File: src/rtl/icache_responder_pkg.sv
// -----------------------------------------------------------------------------
// icache_responder_pkg
//
// Shared types for the instruction-cache responder slice.
//   word_t         : 32-bit machine word used on every data port.
//   icache_state_t : responder controller states.
//   icachef_t      : field view of an instruction byte address
//                    (tag / frame index / byte offset) for the default
//                    16-frame geometry.
//   splitAddr      : helper that casts a word into the icachef_t view.
// -----------------------------------------------------------------------------
package icache_responder_pkg;

    typedef logic [31:0] word_t;

    // Default geometry; the modules recompute these from their own ISETS.
    localparam int ISETS = 16;
    localparam int IDXW  = $clog2(ISETS);
    localparam int TAGW  = 30 - IDXW;

    typedef enum logic [1:0] {
        IDLE  = 2'd0,
        MISS  = 2'd1,
        FLUSH = 2'd2,
        DONE  = 2'd3
    } icache_state_t;

    typedef struct packed {
        logic [TAGW-1:0] tag;
        logic [IDXW-1:0] idx;
        logic [1:0]      bytoff;
    } icachef_t;

    function automatic icachef_t splitAddr(input word_t addr);
        return icachef_t'(addr);
    endfunction

endpackage

File: src/rtl/icache_frames.sv
// -----------------------------------------------------------------------------
// icache_frames
//
// Direct-mapped frame store for the instruction cache: one valid bit, tag and
// data word per frame. Valid bits are reset; tags and data are not.
//
// Ports:
//   clk_i, rst_ni           clock / asynchronous active-low reset
//   rdIdx_i, rdTag_i        lookup address fields
//   rdHit_o, rdData_o       lookup result (combinational)
//   fillEn_i, fillIdx_i,
//   fillTag_i, fillData_i   write a frame and mark it valid
//   invAddrEn_i,
//   invAddrIdx_i,
//   invAddrTag_i            clear valid only if the stored tag matches
//   invIdxEn_i, invIdxIdx_i clear valid of one frame unconditionally
// -----------------------------------------------------------------------------
module icache_frames #(
    parameter  int ISETS = 16,
    localparam int IDXW  = $clog2(ISETS),
    localparam int TAGW  = 30 - IDXW
) (
    input  logic            clk_i,
    input  logic            rst_ni,
    input  logic [IDXW-1:0] rdIdx_i,
    input  logic [TAGW-1:0] rdTag_i,
    output logic            rdHit_o,
    output logic [31:0]     rdData_o,
    input  logic            fillEn_i,
    input  logic [IDXW-1:0] fillIdx_i,
    input  logic [TAGW-1:0] fillTag_i,
    input  logic [31:0]     fillData_i,
    input  logic            invAddrEn_i,
    input  logic [IDXW-1:0] invAddrIdx_i,
    input  logic [TAGW-1:0] invAddrTag_i,
    input  logic            invIdxEn_i,
    input  logic [IDXW-1:0] invIdxIdx_i
);

    logic [ISETS-1:0] valid_q;
    logic [ISETS-1:0] valid_d;
    logic [TAGW-1:0]  tag_q  [ISETS];
    logic [31:0]      data_q [ISETS];

    assign rdHit_o  = valid_q[rdIdx_i] && (tag_q[rdIdx_i] == rdTag_i);
    assign rdData_o = data_q[rdIdx_i];

    // Invalidations are applied after the fill so a clear always wins; the
    // controller never fills and invalidates the same frame in one cycle.
    always_comb begin
        valid_d = valid_q;
        if (fillEn_i) begin
            valid_d[fillIdx_i] = 1'b1;
        end
        if (invAddrEn_i && (tag_q[invAddrIdx_i] == invAddrTag_i)) begin
            valid_d[invAddrIdx_i] = 1'b0;
        end
        if (invIdxEn_i) begin
            valid_d[invIdxIdx_i] = 1'b0;
        end
    end

    always_ff @(posedge clk_i or negedge rst_ni) begin
        if (!rst_ni) begin
            valid_q <= '0;
        end else begin
            valid_q <= valid_d;
        end
    end

    always_ff @(posedge clk_i) begin
        if (fillEn_i) begin
            tag_q[fillIdx_i]  <= fillTag_i;
            data_q[fillIdx_i] <= fillData_i;
        end
    end

endmodule

File: src/rtl/icache_responder.sv
// -----------------------------------------------------------------------------
// icache_responder
//
// Memory-side responder for the datapath cache interface. Instruction fetches
// are served from a direct-mapped read-only cache that refills from the memory
// controller on a miss. Data accesses pass straight through to the memory
// controller and invalidate any cached copy of a written word. A halt flushes
// every frame and then raises flushed until reset.
//
// Ports:
//   CLK, nRST                         clock / asynchronous active-low reset
//   halt                              datapath halt (level)
//   imemREN, imemaddr                 instruction fetch request
//   ihit, imemload                    instruction response
//   dmemREN, dmemWEN, dmemaddr,
//   dmemstore                         data request
//   dhit, dmemload                    data response
//   flushed                           flush complete (sticky)
//   iREN, iaddr, iwait, iload         memory-controller instruction port
//   dREN, dWEN, daddr, dstore,
//   dwait, dload                      memory-controller data port
// -----------------------------------------------------------------------------
module icache_responder #(
    parameter  int ISETS = 16,
    localparam int IDXW  = $clog2(ISETS),
    localparam int TAGW  = 30 - IDXW
) (
    input  logic        CLK,
    input  logic        nRST,
    input  logic        halt,
    input  logic        imemREN,
    input  logic [31:0] imemaddr,
    output logic        ihit,
    output logic [31:0] imemload,
    input  logic        dmemREN,
    input  logic        dmemWEN,
    input  logic [31:0] dmemaddr,
    input  logic [31:0] dmemstore,
    output logic        dhit,
    output logic [31:0] dmemload,
    output logic        flushed,
    output logic        iREN,
    output logic [31:0] iaddr,
    input  logic        iwait,
    input  logic [31:0] iload,
    output logic        dREN,
    output logic        dWEN,
    output logic [31:0] daddr,
    output logic [31:0] dstore,
    input  logic        dwait,
    input  logic [31:0] dload
);

    import icache_responder_pkg::*;

    icache_state_t   state_q, state_d;
    logic [29:0]     missWord_q, missWord_d;
    logic [IDXW-1:0] flushCnt_q, flushCnt_d;

    logic            dreq;
    logic [IDXW-1:0] reqIdx;
    logic [TAGW-1:0] reqTag;
    logic [IDXW-1:0] dIdx;
    logic [TAGW-1:0] dTag;
    logic            lookupHit;
    word_t           frameData;
    logic            fillEn;
    logic            invIdxEn;
    logic            unusedByteOffset;

    assign unusedByteOffset = ^imemaddr[1:0];

    assign reqIdx = imemaddr[IDXW+1:2];
    assign reqTag = imemaddr[31:IDXW+2];
    assign dIdx   = dmemaddr[IDXW+1:2];
    assign dTag   = dmemaddr[31:IDXW+2];

    // Data side is a pure pass-through. When read and write are both raised
    // only the write reaches the memory controller.
    assign dreq     = dmemREN | dmemWEN;
    assign dREN     = dmemREN & ~dmemWEN;
    assign dWEN     = dmemWEN;
    assign daddr    = dmemaddr;
    assign dstore   = dmemstore;
    assign dhit     = dreq & ~dwait;
    assign dmemload = dload;

    assign flushed  = (state_q == DONE);

    icache_frames #(
        .ISETS(ISETS)
    ) u_frames (
        .clk_i        (CLK),
        .rst_ni       (nRST),
        .rdIdx_i      (reqIdx),
        .rdTag_i      (reqTag),
        .rdHit_o      (lookupHit),
        .rdData_o     (frameData),
        .fillEn_i     (fillEn),
        .fillIdx_i    (missWord_q[IDXW-1:0]),
        .fillTag_i    (missWord_q[29:IDXW]),
        .fillData_i   (iload),
        .invAddrEn_i  (dmemWEN & dhit),
        .invAddrIdx_i (dIdx),
        .invAddrTag_i (dTag),
        .invIdxEn_i   (invIdxEn),
        .invIdxIdx_i  (flushCnt_q)
    );

    // Controller. Any pending data request blocks instruction service, which
    // is also what keeps a fill and a write-invalidate off the same cycle.
    // In MISS the fill always completes; ihit is only raised if the datapath
    // is still asking for the same word and no halt is pending.
    always_comb begin
        state_d    = state_q;
        missWord_d = missWord_q;
        flushCnt_d = flushCnt_q;
        ihit       = 1'b0;
        imemload   = '0;
        iREN       = 1'b0;
        iaddr      = '0;
        fillEn     = 1'b0;
        invIdxEn   = 1'b0;

        case (state_q)
            IDLE: begin
                if (imemREN && lookupHit && !dreq && !halt) begin
                    ihit     = 1'b1;
                    imemload = frameData;
                end
                if (halt) begin
                    state_d    = FLUSH;
                    flushCnt_d = '0;
                end else if (imemREN && !lookupHit && !dreq) begin
                    state_d    = MISS;
                    missWord_d = imemaddr[31:2];
                end
            end

            MISS: begin
                iREN = ~dreq;
                if (!dreq) begin
                    iaddr = {missWord_q, 2'b00};
                end
                if (!dreq && !iwait) begin
                    fillEn = 1'b1;
                    if (imemREN && (imemaddr[31:2] == missWord_q) && !halt) begin
                        ihit     = 1'b1;
                        imemload = iload;
                    end
                    state_d    = halt ? FLUSH : IDLE;
                    flushCnt_d = '0;
                end
            end

            FLUSH: begin
                invIdxEn   = 1'b1;
                flushCnt_d = flushCnt_q + 1'b1;
                if (flushCnt_q == IDXW'(ISETS - 1)) begin
                    state_d = DONE;
                end
            end

            DONE: begin
                state_d = DONE;
            end

            default: begin
                state_d = IDLE;
            end
        endcase
    end

    always_ff @(posedge CLK or negedge nRST) begin
        if (!nRST) begin
            state_q    <= IDLE;
            missWord_q <= '0;
            flushCnt_q <= '0;
        end else begin
            state_q    <= state_d;
            missWord_q <= missWord_d;
            flushCnt_q <= flushCnt_d;
        end
    end

endmodule

File: config.mk
export PLATFORM = sky130hd
export DESIGN_NAME = icache_responder
export DESIGN_NICKNAME = d
export VERILOG_FILES = /design/src/rtl/icache_responder_pkg.sv /design/src/rtl/icache_frames.sv /design/src/rtl/icache_responder.sv
export SDC_FILE = /design/constraint.sdc
export NUM_CORES = 1
export LEC_CHECK = 0
export CORE_MARGIN = 4
export CORE_UTILIZATION = 53
export CTS_CLUSTER_DIAMETER = 60
export CTS_CLUSTER_SIZE = 24
export DETAILED_ROUTE_END_ITERATION = 10
export PLACE_DENSITY = 0.76
export SETUP_SLACK_MARGIN = 0.4
export SYNTH_ARGS = -nofsm -noshare
export SYNTH_HDL_FRONTEND = slang
export SYNTH_SLANG_ARGS = --single-unit
export TNS_END_PERCENT = 20
File: constraint.sdc
create_clock -name CLK -period 4.1 [get_ports CLK]
set_input_delay 0.82 -clock CLK [delete_from_list [all_inputs] [get_ports CLK]]
set_output_delay 0.82 -clock CLK [all_outputs]
set_load 0.1 [all_outputs]
[After elaboration in Yosys (flattened, before gate mapping)]
Memories as Yosys holds them, arrays and structs flattened.
Cells that the tools add are included.
Storage, ports and cells
  memories kept: 2
  output and inout bits: 166
  register bits: 52
  bits of input ports: 168
  word-level logic and storage cells: 96
  RAM bits: 928
Operators by class
  mux-type cells: 36
  bitwise operators: 13
  reduce and logical (&&, ||, !) cells: 22
  add/sub/neg operators: 1
  magnitude comparators: 7
  equality and inequality tests: 11
Memories
  u_frames.data_q: words 16, width 32, read ports 1, clocked after memory_dff 0, wr ports 1, line icache_frames.sv:43  | logic [31:0] data_q [ISETS];
  u_frames.tag_q: words 16, width 26, read ports 2, clocked after memory_dff 0, wr ports 1, line icache_frames.sv:42  | logic [TAGW-1:0] tag_q [ISETS];
Operators with widths (number)
  two-way mux 32 bit: 5
  one-hot mux 32 bit (2 select lines): 1
  == test 26 bit: 2
  two-way mux 16 bit: 3
  AND 16 bit: 2
  NOT 16 bit: 2
  == test 30 bit: 1
  < comparator 4 x 5 -> 1 bit, second input constant: 4
  bitwise OR 16 bit: 1
  logical AND 1 bit: 13
  two-way mux 1 bit: 13
  demux 1 bit (select 4 bit): 3
  >= comparator 4 x 1 -> 1 bit, second input constant: 3
  one-hot mux 4 bit (3 select lines): 1
  two-way mux 2 bit: 5
  AND reduction 3 bit: 3
  two-way mux 4 bit: 2
  one-hot mux 2 bit (4 select lines): 1
  inequality test 2 bit, second input constant: 3
  adder 4 x 1 -> 4 bit, second input constant: 1
  binary-select mux 1 bit (select 4 bit): 1
  == test 2 bit, second input constant: 2
  == test 4 bit, second input constant: 1
  logical NOT 1 bit: 4
  8 further kinds: 13

[Depth between registers and ports, before layout]
  depth in word-level cells: 10
  gate-level depth with buffers: 14
  depth with buffers taken out: 9

[Hierarchy]
Synthesis repeated with hierarchy kept, for this count alone.
Unflattened totals
  cells, all modules: 2121
  area total of the unflattened synthesis: 43384.1 µm²
Modules (own cells, without submodules)
  icache_frames: area each 40163.5 µm², sequential area each 28267.1 µm², times used 1, cells each 1778
  icache_responder: area each 3220.6 µm², sequential area each 900.9 µm², times used 1, cells each 343

[Worst setup path after synthesis]
Ideal clock, no wire load.
  path kind: in2out
  start point: input imemaddr[3]
  end point: output imemload[10]
  slack: -1890 ps
  data required time: 3280 ps
  buffers on the path: 2
  stages on the path: 11
  data arrival time: 5170 ps
  cell sequence: buf_6 buf_12 mux4_2 mux2i_1 xor2_1 o311ai_1 a2111oi_2 nand3_1 nor4_2 nand4_1 o21ai_0
Between the ends
  word-level cells in the longest chain between the ends: 8
  elaborated cells between the ends (all ways): 16
  classes of those cells: eq/ne (2); mux (6); reduce/logical (6); memory (2)
RTL lines
  start, declared: line icache_responder.sv:32  | input logic [31:0] imemaddr,
  memory (16 x 26 bit) / binary-select mux 1 bit (select 4 bit) (equally long branches)
  == test 26 bit / two-way mux 1 bit (equally long branches): line icache_frames.sv:45  | assign rdHit_o = valid_q[rdIdx_i] && (tag_q[rdIdx_i] == rdTag_i);
  logical AND 1 bit: line icache_frames.sv:45
  logical AND 1 bit (3 in series): line icache_responder.sv:127  | if (imemREN && lookupHit && !dreq && !halt) begin
  two-way mux 32 bit: line icache_responder.sv:127
  one-hot mux 32 bit (2 select lines) *: line icache_responder.sv:125  | case (state_q)
  end, declared: line icache_responder.sv:34  | output logic [31:0] imemload,
Every way passes the cells marked *; elsewhere a longest branch is shown, timed or not. The select of a mux whose other input is x is not followed.

[Worst setup path after layout]
  start point: input imemaddr[3]
  end point: output imemload[27]
The elaborated chain is that of the path after synthesis.

==> reports/results.tsv <==
metric	value	unit
library cells used by synthesis	67	
Critical Path End Type	output pin	
Main synth FF type	edfxtp_1	
FF-to-FF Start	u_frames.tag_q[6][1]	
drt pass-1 iters	5	
Area Overhead vs Synth	18.72	%
largest net degree at the start of global routing	81	
Final WS setup	-0.6929	ns
TritonCTS clock tree	done	
largest family of logic cells by synthesized area	multiplexers	
htree depth	3	
Starting Density	53.42	%
routed len/inst	32.25	um
number of global-route vias before repair	25160	
crit path buf inv count	6	
final wirelength	119900	um
# setup viols final	33	
static leakage	18.68	nW
Total Power	19.53	mW
synthesis-stage register bit count	980	
Crit Path Max Fanout	11	
Final Skew	0.02922	ns
Final Net Count	2771	
slowest stage cell, crit path	mux2_2	
worst-case reg-to-reg path depth	11	
Ports	334	
Synth Area in Compound Gates	2.271	%
unrepaired setup endpoints after global routing	yes	
most used cell, CP	buf_12	
wire length of the first global-routing pass	172500	um
Critical Path Start Type	input port	
share of cells above drive strength 1	36.47	%
die span in y	295.7	um
initial DRC count	2975	
Pwr Density	375.1	mW/mm^2
DIE WIDTH	295.7	um
crit-path leading delay family	buffers and inverters	
Clock Sinks	980	
Post-synth EDFFs	928	
footprint of the multi-input gates	0.01374	mm^2
port bufs	197	
Critical Path End	imemload[27]	
Final HPWL DP	73310	um
Yosys warning count	0	
Clock transition at path regs	0.06	ns
fin crit share	116.9	%
GRT Overall Usage	27.48	%
register area	0.02917	mm^2
Final Hold Viols	0	
Req. time, crit path	3.28	ns
fraction of registers with async set/reset	5.306	%
DRT antenna net count	0	
area of the mapped netlist	0.04386	mm^2
VDD IR-drop max	0.5003	mV
die area	0.08743	mm^2
slew at the pin closest to its max-slew limit	1.099	ns
Final GP Congestion	0.9636	
Post-Synth Simple-Gate Area	3.149	%
xor and xnor area share after synthesis	2.017	%
Fill cells	5414	
Clk Latency, worst-skew pair	0.64	ns
pre-CTS setup slack	-0.9865	ns
clock buffer depth	3	
Num CTS Buffers	69	
Finished Layout Cells	3717	
Core ar.	0.08211	mm^2
WS Path Type	in -> out	
hold slack	0.3917	ns
Achievable Freq	208.6	MHz
fin crit period	4.793	ns
Max Cap Viol	0	
Synth Instances	2309	
Inst Count DP	3582	
status	finished with violations	
max-slew violations	0	
Cell Chain, Critical Path	buf_16 -> buf_4 -> nand2b_1 -> o22ai_1 -> a221oi_2 -> mux2_2 -> nor4_2 -> o2111ai_1 -> nor4_2 -> nand4_1 -> buf_6 -> buf_12 -> buf_12 -> o21ai_4 -> buf_12	
total number of vias	24380	
Syn Area/Cell	19.00	um^2
initial antenna violation count	2	
Adder-Cell Fraction of Synth Area	0.2282	%
Hold Crit Class	in -> async	
r2r setup slk	0.69	ns
FP Rows	105	
DR DRC count	0	
mux share of post-synthesis cell area	22.14	%
Critical path origin	imemaddr[3]	
GRT Residual Overflow	0	
Critical Path Max Stage Delay	0.42	ns
Critical Path AT	3.97	ns
Root Buffer	clkbuf_16	
vias per cell	6.560	
RR Endpoint	u_frames.valid_q[13]	
post-synthesis sequential area ratio	66.50	%
failing checks	setup timing	
worst slew margin relative to its limit	26.72	%
Critical Path Stages	15	
-- state kept, by name (all words and copies together) (netlist names) --
| register | cells |
|---|---|
| flushCnt_q | 4 |
| missWord_q | 30 |
| state_q | 2 |
| u_frames.data_q | 512 |
| u_frames.tag_q | 416 |
| u_frames.valid_q | 16 |
-- report_power, final --
group          switching [mW]  internal, mW
clock network            3.71          3.58
logic                   0.796         0.590
registers                   0          10.9
-- worst min path at each step --
| stage | from | end | slack, ns | depth (start not counted) |
|---|---|---|---|---|
| after detailed placement | u_frames.valid_q[3] | u_frames.valid_q[3] | 0.55 | 2 |
| after global placement | u_frames.valid_q[3] | u_frames.valid_q[3] | 0.52 | 2 |
| after floorplan | u_frames.valid_q[3] | u_frames.valid_q[3] | 0.50 | 2 |
| final | nRST | flushCnt_q[0] | 0.39 | 1 |
| after CTS | nRST | missWord_q[1] | 0.38 | 1 |
| after global routing | nRST | missWord_q[1] | 0.43 | 1 |
-- cell usage after synthesis, types with 4 or more instances --
master,number,area share (%)
nand4_1,10,0.14
a211oi_1,7,0.12
a31oi_1,7,0.10
a22oi_1,6,0.10
and2_1,4,0.057
and3_1,35,0.50
a22o_1,4,0.080
nand2_1,84,0.72
nor3_1,15,0.17
nor4_1,14,0.20
nor2b_1,12,0.17
nor2_1,47,0.40
a21oi_1,15,0.17
mux4_1,10,0.60
o22ai_1,8,0.11
mux4_2,349,18
mux2i_1,108,2.5
a2111oi_0,8,0.16
xnor2_1,33,0.66
ha_1,8,0.23
nand3_1,13,0.15
a221oi_1,5,0.10
buf_4,111,1.9
mux2_2,42,1.1
buf_1,9,0.077
buf_2,40,0.46
edfxtp_1,928,64
nand2b_1,12,0.17
buf_6,10,0.26
o21ai_0,34,0.39
xor2_1,68,1.4
nand3b_1,4,0.068
clkbuf_1,69,0.59
dfrtp_1,52,3.0
o21ai_1,29,0.33
inv_1,43,0.37
-- worst register-to-register path, delay by kind of cell, from the launching register on --
family | cells | cell delay [ns]
flops | 1 | 0.43
buf+inv | 3 | 0.52
simple gates | 3 | 0.59
xor+xnor | 1 | 0.17
compound gates | 2 | 0.51
mux | 2 | 1.03
-- kinds of logic after synthesis --
logic type	after synthesis
and+or+nand+nor	271
buffers and inverters	283
xor gates and xnor gates	101
AOI/OAI and AO/OA	153
DFF	980
muxes	512
adders and majority gates	8
other	1
-- metal layers --
metal	share of wire (%)	GRT usage [%]
met2	48	43.81
met3	11	7.219
met4	3.8	9.645
met1	37	37.29
met5	0.078	0.7046
-- cell type report --
class	count	area share (%)
Sequential cell	980	56.01
Multi-Input combinational cell	1047	26.39
Timing Repair Buffer	454	10.09
Clock buffer	78	3.544
Tap cell	1070	2.571
Clock inverter	44	1.084
Inverter	43	0.3099
Antenna cell	1	0.004805
-- placed cells by master (no fill, tap or decap), drive strengths merged, types with 57 or more instances in the layout --
master and instances:
buf 360, clkbuf 79, clkdlybuf4s50 91, edfxtp 928
inv 57, mux2i 108, mux4 359, nand2 84
o21ai 63, xor2 68
-- through the flow --
step                      cell area (um^2)  setup TNS, ns  utilization [%]
after floorplan                      44340         -92.65                -
after global placement               49170         -32.54            59.88
after global routing                 52070         -25.07            63.42
after detailed placement             49170         -39.13            59.88
final                                52080         -21.69            63.42
after CTS                            51890         -21.38            63.20
-- repair_timing --
action,in CTS,in global routing
buffers inserted,6,0
endpoints found under the setup margin,33,76
pin swaps,8,4
hold buffers,0,0
gates cloned,5,1
gates resized for setup,31,35
endpoints found under the hold margin,0,0
Power figures use the tool's default switching activity.
